File: src/rtl/hs_pipe_chain.sv
`default_nettype none
// ============================================================================
// Module      : hs_pipe_chain
// Description : Valid/ready register chain of LEN stages with bubble
//               collapsing and a registered occupancy count. LEN=0 gives a
//               combinational pass-through.
//               Optional macro HS_PIPE_CHAIN_SKID_EN adds a one-entry input
//               skid register so that in_ready comes straight from a flop.
// Revision    : 1.0 - initial release
// ============================================================================
module hs_pipe_chain #(
    parameter int DW  = 8,
    parameter int LEN = 4
) (
    input  logic                     clk,
    input  logic                     rst,
    input  logic                     in_valid,
    output logic                     in_ready,
    input  logic [DW-1:0]            in_data,
    output logic                     out_valid,
    input  logic                     out_ready,
    output logic [DW-1:0]            out_data,
    output logic [$clog2(LEN+2)-1:0] occupancy
);

    localparam int OW = $clog2(LEN + 2);

    generate
        if (LEN == 0) begin : g_pass
            // No storage at all: the handshake is wired straight through.
            assign out_valid = in_valid;
            assign out_data  = in_data;
            assign in_ready  = out_ready;
            assign occupancy = '0;
        end else begin : g_pipe
            logic [LEN-1:0] valid_q;
            logic [LEN-1:0] valid_d;
            logic [LEN-1:0] load_w;
            logic [DW-1:0]  data_q [LEN];
            logic [DW-1:0]  data_d [LEN];
            logic [OW-1:0]  occ_q;
            logic [OW-1:0]  occ_d;
            logic           src_valid_w;
            logic [DW-1:0]  src_data_w;
            logic           accept_w;
            logic           emit_w;

            // A stage can load if it is empty or if some stage at or after it
            // is empty, or the output is being drained (bubble collapsing).
            always_comb begin : p_load
                logic carry;
                carry  = out_ready;
                load_w = '0;
                for (int i = LEN - 1; i >= 0; i--) begin
                    carry     = carry | ~valid_q[i];
                    load_w[i] = carry;
                end
            end

            assign emit_w    = valid_q[LEN-1] & out_ready;
            assign out_valid = valid_q[LEN-1];
            assign out_data  = data_q[LEN-1];
            assign occupancy = occ_q;

`ifdef HS_PIPE_CHAIN_SKID_EN
            logic          skid_valid_q;
            logic          skid_valid_d;
            logic [DW-1:0] skid_data_q;
            logic [DW-1:0] skid_data_d;
            logic          in_ready_q;

            // The skid entry, when present, always feeds stage 0 first so
            // ordering is preserved; otherwise the input bypasses it.
            assign accept_w    = in_valid & in_ready_q;
            assign src_valid_w = skid_valid_q | accept_w;
            assign src_data_w  = skid_valid_q ? skid_data_q : in_data;
            assign in_ready    = in_ready_q;

            // Capture a beat that stage 0 cannot take; release it when it can.
            always_comb begin
                skid_valid_d = skid_valid_q;
                skid_data_d  = skid_data_q;
                if (skid_valid_q) begin
                    skid_valid_d = ~load_w[0];
                end else if (accept_w && !load_w[0]) begin
                    skid_valid_d = 1'b1;
                    skid_data_d  = in_data;
                end
            end

            // Skid storage and the registered ready; ready stays low in reset.
            always_ff @(posedge clk or posedge rst) begin
                if (rst) begin
                    skid_valid_q <= 1'b0;
                    skid_data_q  <= '0;
                    in_ready_q   <= 1'b0;
                end else begin
                    skid_valid_q <= skid_valid_d;
                    skid_data_q  <= skid_data_d;
                    in_ready_q   <= ~skid_valid_d;
                end
            end
`else
            // Without a skid entry the input feeds stage 0 directly, so ready
            // is stage 0's load condition (masked while reset is held).
            assign accept_w    = in_valid & load_w[0] & ~rst;
            assign src_valid_w = in_valid;
            assign src_data_w  = in_data;
            assign in_ready    = load_w[0] & ~rst;
`endif

            // Shift beats forward; data registers only load real beats.
            always_comb begin
                valid_d = valid_q;
                for (int i = 0; i < LEN; i++) begin
                    data_d[i] = data_q[i];
                end
                if (load_w[0]) begin
                    valid_d[0] = src_valid_w;
                    if (src_valid_w) begin
                        data_d[0] = src_data_w;
                    end
                end
                for (int i = 1; i < LEN; i++) begin
                    if (load_w[i]) begin
                        valid_d[i] = valid_q[i-1];
                        if (valid_q[i-1]) begin
                            data_d[i] = data_q[i-1];
                        end
                    end
                end
            end

            // Occupancy tracks accepted minus emitted beats.
            always_comb begin
                occ_d = occ_q;
                if (accept_w && !emit_w) begin
                    occ_d = occ_q + OW'(1);
                end else if (!accept_w && emit_w) begin
                    occ_d = occ_q - OW'(1);
                end
            end

            // Stage registers; reset discards every held beat immediately.
            always_ff @(posedge clk or posedge rst) begin
                if (rst) begin
                    valid_q <= '0;
                    occ_q   <= '0;
                    for (int i = 0; i < LEN; i++) begin
                        data_q[i] <= '0;
                    end
                end else begin
                    valid_q <= valid_d;
                    occ_q   <= occ_d;
                    for (int i = 0; i < LEN; i++) begin
                        data_q[i] <= data_d[i];
                    end
                end
            end
        end
    endgenerate

endmodule
`default_nettype wire
File: config.mk
export PLATFORM = sky130hd
export DESIGN_NAME = hs_pipe_chain
export DESIGN_NICKNAME = d
export VERILOG_FILES = /design/src/rtl/hs_pipe_chain.sv
export SDC_FILE = /design/constraint.sdc
export NUM_CORES = 1
export LEC_CHECK = 0
export ABC_CLOCK_PERIOD_IN_PS = 2800
export CAP_MARGIN = 15
export CORE_MARGIN = 8
export CORE_UTILIZATION = 40
export DETAILED_ROUTE_END_ITERATION = 10
export GPL_TIMING_DRIVEN = 0
export PLACE_DENSITY_LB_ADDON = 0.25
export SLEW_MARGIN = 20
export SYNTH_ARGS = -nofsm -noshare
export SYNTH_HDL_FRONTEND = slang
export SYNTH_SLANG_ARGS = --single-unit
export TNS_END_PERCENT = 20
File: constraint.sdc
create_clock -name clk -period 2.8 [get_ports clk]
set_input_delay 0.56 -clock clk [delete_from_list [all_inputs] [get_ports clk]]
set_output_delay 0.56 -clock clk [all_outputs]
set_load 0.02 [all_outputs]
# ---- Word level (Yosys, flattened, before mapping)
# Cells that the tools add are included.
dict set report totals {
  inputBits 12
  regBits 39
  output_inout_bits 13
  elab_cells 35
}
dict set report op_classes {
  bitwise 13
  mux 2
  n_addsub 2
  reduce_logical 9
}
# cell count
set ops {}
lappend ops {{$reduce_and A2 Y1} 4}
lappend ops {{$mux W3} 2}
lappend ops {{$not A1 Y1} 5}
lappend ops {{$and A1 B1 Y1} 4}
lappend ops {{$or A1 B1 Y1} 4}
lappend ops {{$add A3 B1 Y3 const B} 1}
lappend ops {{$sub A3 B1 Y3 const B} 1}
lappend ops {{$logic_and A1 B1 Y1} 2}
lappend ops {{$logic_not A1 Y1} 2}
lappend ops {{$reduce_bool A2 Y1} 1}

# ---- Longest topological paths before layout
# Gate-level depths: netlist of run 1.
dict set report depth {
  depth_word 11
  mapped_depth 10
  depth_no_buf 9
}

# ---- Worst setup path before layout of run 1
# No wires, ideal clock.
dict set report synth_path {
  path_type {input port to flip-flop}
  startpoint {input out_ready}
  endpoint {register g_pipe.occ_q[1], in the netlist occupancy[1]}
  t_arrival_ns 2.056
  stages 8
  required_time_ns 2.675
  n_path_buf 1
  setup_slack_ns 0.619
  setup_time_ns 0.125
  cell_sequence {nand2b_4 -> buf_6 -> nor3_1 -> nor3b_1 -> ha_1 -> inv_1 -> fa_1 -> mux2_2}
}
dict set report synth_via {
  word_cells_on_any_way 13
  cone_classes {mux: 1; bitwise: 7; reduce/logical: 5}
}
# element line
set synth_rtl {}
lappend synth_rtl {{start, declared} 21} ;# input logic out_ready,
lappend synth_rtl {{$or A1 B1 Y1 (4 in series)} 55} ;# carry = carry | ~valid_q[i];
lappend synth_rtl {{$and A1 B1 Y1 (2 in series)} 106} ;# assign accept_w = in_valid & load_w[0] & ~rst;
lappend synth_rtl {{$logic_and A1 B1 Y1 *} 137} ;# if (accept_w && !emit_w) begin
lappend synth_rtl {{$mux W3 *} 137}
lappend synth_rtl {{via g_pipe.occ_d[1]} 42} ;# logic [OW-1:0] occ_d;
lappend synth_rtl {{end signal, assigned} 148} ;# occ_q <= '0;
lappend synth_rtl {{end signal, assigned} 154} ;# occ_q <= occ_d;
lappend synth_rtl {{end, declared} 41} ;# logic [OW-1:0] occ_q;
# Mark *: on every way through the listed nets, which the timed path passes. The rest lies on a longest branch.
# A chain may end at the register's enable or synchronous reset.

# ---- Worst setup path in the final report of run 1
dict set report layout_path {
  startpoint {input out_ready}
  endpoint {output in_ready}
}
dict set report layout_via {
  elab_chain_cells 5
}
# element line
set layout_rtl {}
lappend layout_rtl {{$or A1 B1 Y1 (4 in series)} 55}
lappend layout_rtl {{$and A1 B1 Y1} 109} ;# assign in_ready = load_w[0] & ~rst;
lappend layout_rtl {{end, declared} 18} ;# output logic in_ready,
# No other way between the ends.

==> impl_metrics.py, run 1 <==
metrics = {
    "clock_network": {
        "cts_setup_buffers": 0,
        "h-tree-depth": 2,
        "cts_made_buffers": 5,
        "clkSlewWorstSetupHoldPaths_ns": 0.07,
        "root_buffer": "clkbuf_8",
        "ctsLongestPathBuffers": 2,
        "ctsResizeCount": 0,
        "cts_sinks": 39,
        "hold_buffers": 0,
        "clock_latency_ns": 0.28,
        "cts_tree": "built",
    },
    "die": {
        "io-pin-count": 25,
        "core-area_sq_mm": 0.00391,
        "start_util_pct": 40.9,
        "die_w_um": 79.2,
        "die_area_sq_mm": 0.00628,
        "rows": 23,
        "die_h_um": 79.2,
    },
    "cells_and_area": {
        "diodes": 0,
        "final_common_cell": "dfrtp_1",
        "area_growth_pct": 24.3,
        "final_nets": 150,
        "drive_gt1_share_pct": 40.1,
        "postLayoutCellArea_sq_mm": 0.00199,
        "final_cell_mix": "dfrtp_1, mux2_2, clkdlybuf4s50_1, buf_4, clkbuf_8",
        "final_cells": 187,
    },
    "power_and_ir_drop": {
        "pwr-share-comb_pct": 35.2,
        "intPower_w": 0.00133,
        "pwr-share-seq_pct": 45.9,
        "clkPwrFrac_pct": 18.9,
        "ir_worst_vdd_uv": 392,
        "power.density_mw_per_mm2": 945,
        "leakage_nw": 0.853,
        "power.switching_w": 0.000546,
        "p_sw_share_pct": 29.1,
    },
    "synth": {
        "synth_cells": 105,
        "synth.distinct_cells": 19,
        "synth_simple_gate_area_share_pct": 3.44,
        "synth-compound-area-share_pct": 3.21,
        "synth_top_family_by_area": "multiplexers",
        "yosysSeqAreaShare_pct": 61.0,
        "synth_fa_ha_area_share_pct": 2.03,
        "syn_area_per_cell_sq_um": 15.2,
        "yosys_register_bits": 39,
        "synth-xor-area-share_pct": 1.64,
        "synthMuxAreaShare_pct": 23.2,
        "synth_fp_nets": 119,
        "synth_area_sq_mm": 0.00160,
        "ys_warn_count": 0,
    },
    "global_routing": {
        "grt_max_degree": 40,
        "track_usage_pct": 8.08,
        "grt_pass1_wl_mm": 3.99,
        "grt_pass1_vias": 909,
        "globalRouteOverflowTotal": 0,
        "antenna_found_initial": 0,
    },
    "sta": {
        "min_period_ns": 2.71,
        "slew_viol_final": 0,
        "hold_slack_ns": 0.466,
        "fin_worst_skew_ns": 0.00544,
        "max_freq_ghz": 0.370,
        "setup_violations": 0,
        "finalCritPeriodShare_pct": 96.6,
        "relSlewSlack_pct": 48.7,
        "setup_slack_ns": 0.0948,
        "tightest_slew_ns": 0.768,
        "rsz0062_at_grt": "false",
        "finalHoldViolations": 0,
        "setup_tns_ns": 0,
    },
    "route": {
        "wl_per_cell_um": 12.3,
        "drt-initial-drc-count": 31,
        "vias": 853,
        "dr.pass1.iters": 4,
        "drtAntennaViolNets": 0,
        "routed_via_density": 4.56,
        "drt_wl_total_mm": 2.30,
        "drc": 0,
    },
    "place": {
        "post_dp_cell_area_sq_mm": 0.00190,
        "io_buffer_count": 24,
        "place.gp.congestion": 0.681,
        "pre_cts_slack_ns": 0.0220,
        "dpl.cell_count": 179,
        "hpwl_mm": 1.79,
    },
    "setup_path": {
        "crit_family": "buffers and inverters",
        "crit_chain": "clkdlybuf4s50_1, nand2b_4, buf_6, nor3_1, nor2_1, clkdlybuf4s50_1",
        "cp_slowest_cell": "clkdlybuf4s50_1",
        "crit_top_cell": "clkdlybuf4s50_1",
        "cp-end-kind": "primary output",
        "crit_fanout": 8,
        "crit_type": "in2out",
        "path_buf_inv": 3,
        "max_stage_delay_ns": 0.54,
        "cp.required_ns": 2.24,
        "arrival_ns": 2.15,
        "startpoint_type": "primary input",
    },
    "job": {
        "cap_viol_max_count": 0,
    },
    "worst_hold_path": {
        "hp-class": "reg2reg",
    },
    "status": {
        "run_status": "completed",
    },
}
-- power groups by stage --
stage / sequential, W / combinational, W / clock [W]
2_1_floorplan: 0.000871 / 0.000425 / 0
3_3_place_gp: 0.000865 / 0.000656 / 0
3_5_place_dp: 0.000880 / 0.000674 / 0
4_1_cts: 0.000868 / 0.000676 / 0.000370
5_1_grt: 0.000891 / 0.000711 / 0.000396
6_report: 0.000861 / 0.000661 / 0.000355
-- worst register-to-register path, cell delays in order, from the launching register on --
cell and delay (ns):
dfrtp_1 0.42, nand2b_4 0.08, buf_6 0.13, nor3_1 0.07
nor3b_1 0.27, ha_1 0.23, inv_1 0.06, fa_1 0.37
xor2_1 0.15, nor2_1 0.11, xor2_1 0.15
-- cells in the mapped netlist, drive strengths merged --
library cell,instances,area (sq um)
inv,4,15.0
nor2,2,7.51
xnor2,1,8.76
buf,9,71.3
or2,1,6.26
o21bai,1,7.51
o31ai,1,21.3
dfrtp,39,976
nand2,4,15.0
nor3,1,5.00
o21ai,3,22.5
mux2,33,372
xor2,2,17.5
ha,1,12.5
nor3b,1,7.51
nand2b,1,13.8
fa,1,20.0
-- final cells by class --
type                       instances  area, sq um
buffer                             9         71.3
clock buffer                       6         72.6
clock inverter                     2         12.5
fill                             360         1930
inverter                           4         15.0
multi-input combinational         53          537
sequential                        39          976
tap                               50         62.6
timing repair buffer              24          240
-- state kept, by name (all words and copies together) (netlist names) --
signal and count:
g_pipe.data_q 24, g_pipe.valid_q 4, occupancy 3, out_data 8
-- through the flow --
step / utilization [%] / total power (W)
2_1_floorplan: - / 0.00130
3_3_place_gp: 48.6 / 0.00152
3_5_place_dp: 48.6 / 0.00155
4_1_cts: 50.8 / 0.00191
5_1_grt: 50.8 / 0.00200
6_report: 50.8 / 0.00188
-- metal layers --
| metal | up-vias | part of all wire (%) | track usage, % |
|---|---|---|---|
| li1 | 415 | - | - |
| met1 | 411 | 45 | 9.13 |
| met2 | 20 | 47 | 12.2 |
| met3 | 7 | 6.5 | 3.39 |
| met4 | 0 | 2.1 | 5.56 |
| met5 | - | 0 | 0 |
-- logic make-up (layout without fill, tap and decap cells) --
| kind of cell | after synthesis | count (layout) |
|---|---|---|
| and+or+nand+nor | 10 | 10 |
| AOI/OAI and AO/OA | 5 | 5 |
| muxes | 33 | 33 |
| buffers and inverters | 13 | 45 |
| DFF | 39 | 39 |
| xor gates and xnor gates | 3 | 3 |
| adders and majority gates | 2 | 2 |
-- final timing paths --
kind                              startpoint  slack [ns]           endpoint  depth (start not counted)
max                                out_ready        0.09           in_ready                          6
min                             occupancy[2]        0.47       occupancy[2]                          1
max reg2reg                g_pipe.valid_q[3]        0.68       occupancy[2]                         10
min reg2reg                     occupancy[2]        0.47       occupancy[2]                          1
max in group asynchronous                rst        1.51        out_data[2]                          2
min in group asynchronous                rst        0.79  g_pipe.valid_q[2]                          2
Note: power is estimated with default switching activity, not from simulation.
==> inputs of run 2 (changes only) <==
--- a/config.mk
+++ b/config.mk
@@ -12,6 +12,7 @@
 export DETAILED_ROUTE_END_ITERATION = 10
 export GPL_TIMING_DRIVEN = 0
 export PLACE_DENSITY_LB_ADDON = 0.25
+export SKIP_LAST_GASP = 1
 export SLEW_MARGIN = 20
 export SYNTH_ARGS = -nofsm -noshare
 export SYNTH_HDL_FRONTEND = slang
==> results of run 2 <==
Same layout as run 1: the final DEF is identical, and so are final timing and power.
==> variant (config.mk and constraints of run 1) <==
The parameter `LEN` goes from 4 to 2.
--- a/src/rtl/hs_pipe_chain.sv
+++ b/src/rtl/hs_pipe_chain.sv
@@ -12,3 +12,3 @@
     parameter int DW  = 8,
-    parameter int LEN = 4
+    parameter int LEN = 2
 ) (
Interface: changed (resized occupancy); port bits go from 25 to 24. No check against the original RTL was run, so the function may have changed too.
==> variant against run 1 <==
Global-route usage up 0.98 points; sequential share of layout area down 9.8 points; sequential cell count down 19; synthesized area down 41%; maximum frequency up 4.9%; routed wire length down 26%; core utilization up 6.8 points; power down 47%; worst setup slack better by 0.13 ns; clock power down 32%; design area down 36%; largest cell class unchanged.
==> variant: results (changes against run 1) <==
- Peak supply drop: 0.000559 V (+43%)
- Met3 global-route usage: 0.0378 (+0.00394)
- Detailed-route wire length per cell: 14.7 um (+19%)
- FF/Latch Area: 500 sq um (-49%)
- Num CTS Buffers: 3 (-2)
- Reg2Reg Setup Slack: 1.27 ns (+0.59 ns)
- Worst hold slack: 0.472 ns (+0.00647 ns)
- Port Buf Inserts: 23 (-4.2%)
- R2R depth: 5 (-5)
- 1st-pass router iterations: 2 (-2)
- Mapped Nets: 72 (-39%)
- Final layout net count: 102 (-32%)
- Post-Synthesis Cells: 59 (-44%)
- Least-Margin Pin Slew: 0.537 ns (-0.231 ns)
- Routed length on met1: 804 um (-22%)
- Post-route insts no fill: 116 (-38%)
- Grt met1 use: 0.110 (+0.0191)
- Met3 WL post-DR: 127 um (-15%)
- Met2 Use GR: 0.129 (+0.00758)
- First-pass GRT wire length: 2840 um (-29%)
- Post-synthesis sequential area ratio: 0.533 (-0.0770)
- Clk_lat worst skew: 0.31 ns (+0.03 ns)
- Root buffer cell: clkbuf_4
- Top cells by area, synth: dfrtp_1, mux2_4, buf_4, nand2_8, nand3b_4
- Pin count of the biggest net entering global routing: 13 (-68%)
- Max Root-Sink Buffers: 2 (unchanged)
- Status: finished clean
- Number of global-route vias before repair: 569 (-37%)
- Final setup skew: 0.00967 ns (+0.00423 ns)
- Yosys synthesis warning count: 0 (unchanged)
- Critical Path AT: 2.02 ns (-0.13 ns)
- CP max FO: 2 (-6)
- Synth top cells by count: dfrtp_1, mux2_4, buf_4
- Routed wl met2: 746 um (-31%)
- H-tree depth: 1 (-1)
- Placed insts: 110 (-39%)
- Synth cell types: 16 (-3)
- Net Switching: 275 uW (-50%)
- Clock transition at the registers of the reported paths: 0.11 ns (+0.04 ns)
- Leakage power: 0.000597 uW (-30%)
- DP Wirelength: 1100 um (-39%)
- Vias per std cell: 4.41 (-3.2%)
- Fillers: 187 (-48%)
- Drt initial violations: 10 (-68%)
- Layout cells sized above 1: 0.420 (+0.0190)
- All-Layer GR Usage: 0.0906 (+0.00982)
[variant: worst max-delay path, cell delays in order]
cell and delay, ns:
clkdlybuf4s50_1 0.58, clkinvlp_4 0.16, and2_2 0.18, clkdlybuf4s50_1 0.53
[variant: worst paths after layout]
| path | endpoint | startpoint |
|---|---|---|
| min reg2reg | occupancy[1] | occupancy[1] |
| min | occupancy[1] | occupancy[1] |
| max | in_ready | rst |
| min in group asynchronous | g_pipe.data_q[14] | rst |
| max reg2reg | occupancy[1] | g_pipe.valid_q[1] |
| max in group asynchronous | occupancy[0] | rst |
[variant: timing repair]
item,in CTS,in global routing
setup buffers,1,0
resized for setup,1,0
hold buffers,0,0
endpoints found under the hold margin,0,0
endpoints found under the setup margin,1,0
[variant: kinds of logic after synthesis]
group                      Yosys count  synth area share
adders and majority gates            1            0.0133
and+or+nand+nor                     10             0.101
muxes                               16             0.256
buffers and inverters                9            0.0680
xor gates and xnor gates             3            0.0280
DFF                                 20             0.533
[variant: layout make-up]
cell class | count | area share
clock buffer | 3 | 0.0177
multi-input combinational | 30 | 0.294
tap | 28 | 0.0275
inverter | 1 | 0.00590
clock inverter | 1 | 0.0236
buffer | 8 | 0.0472
timing repair buffer | 24 | 0.187
timing repair inverter | 1 | 0.00393
sequential | 20 | 0.393
[variant: power groups by stage]
stage,Sequential (uW),Combinational [uW],Clock [uW]
global route,406,377,260
CTS,398,362,249
finish,396,356,241
floorplan,414,211,0
detailed placement,402,358,0
global placement,401,354,0
[variant: stage by stage]
step	worst slack (ns)	power [uW]
CTS	0.227	1010
detailed placement	-0.228	760
floorplan	0.908	625
finish	0.222	994
global route	0.191	1040
global placement	-0.229	755
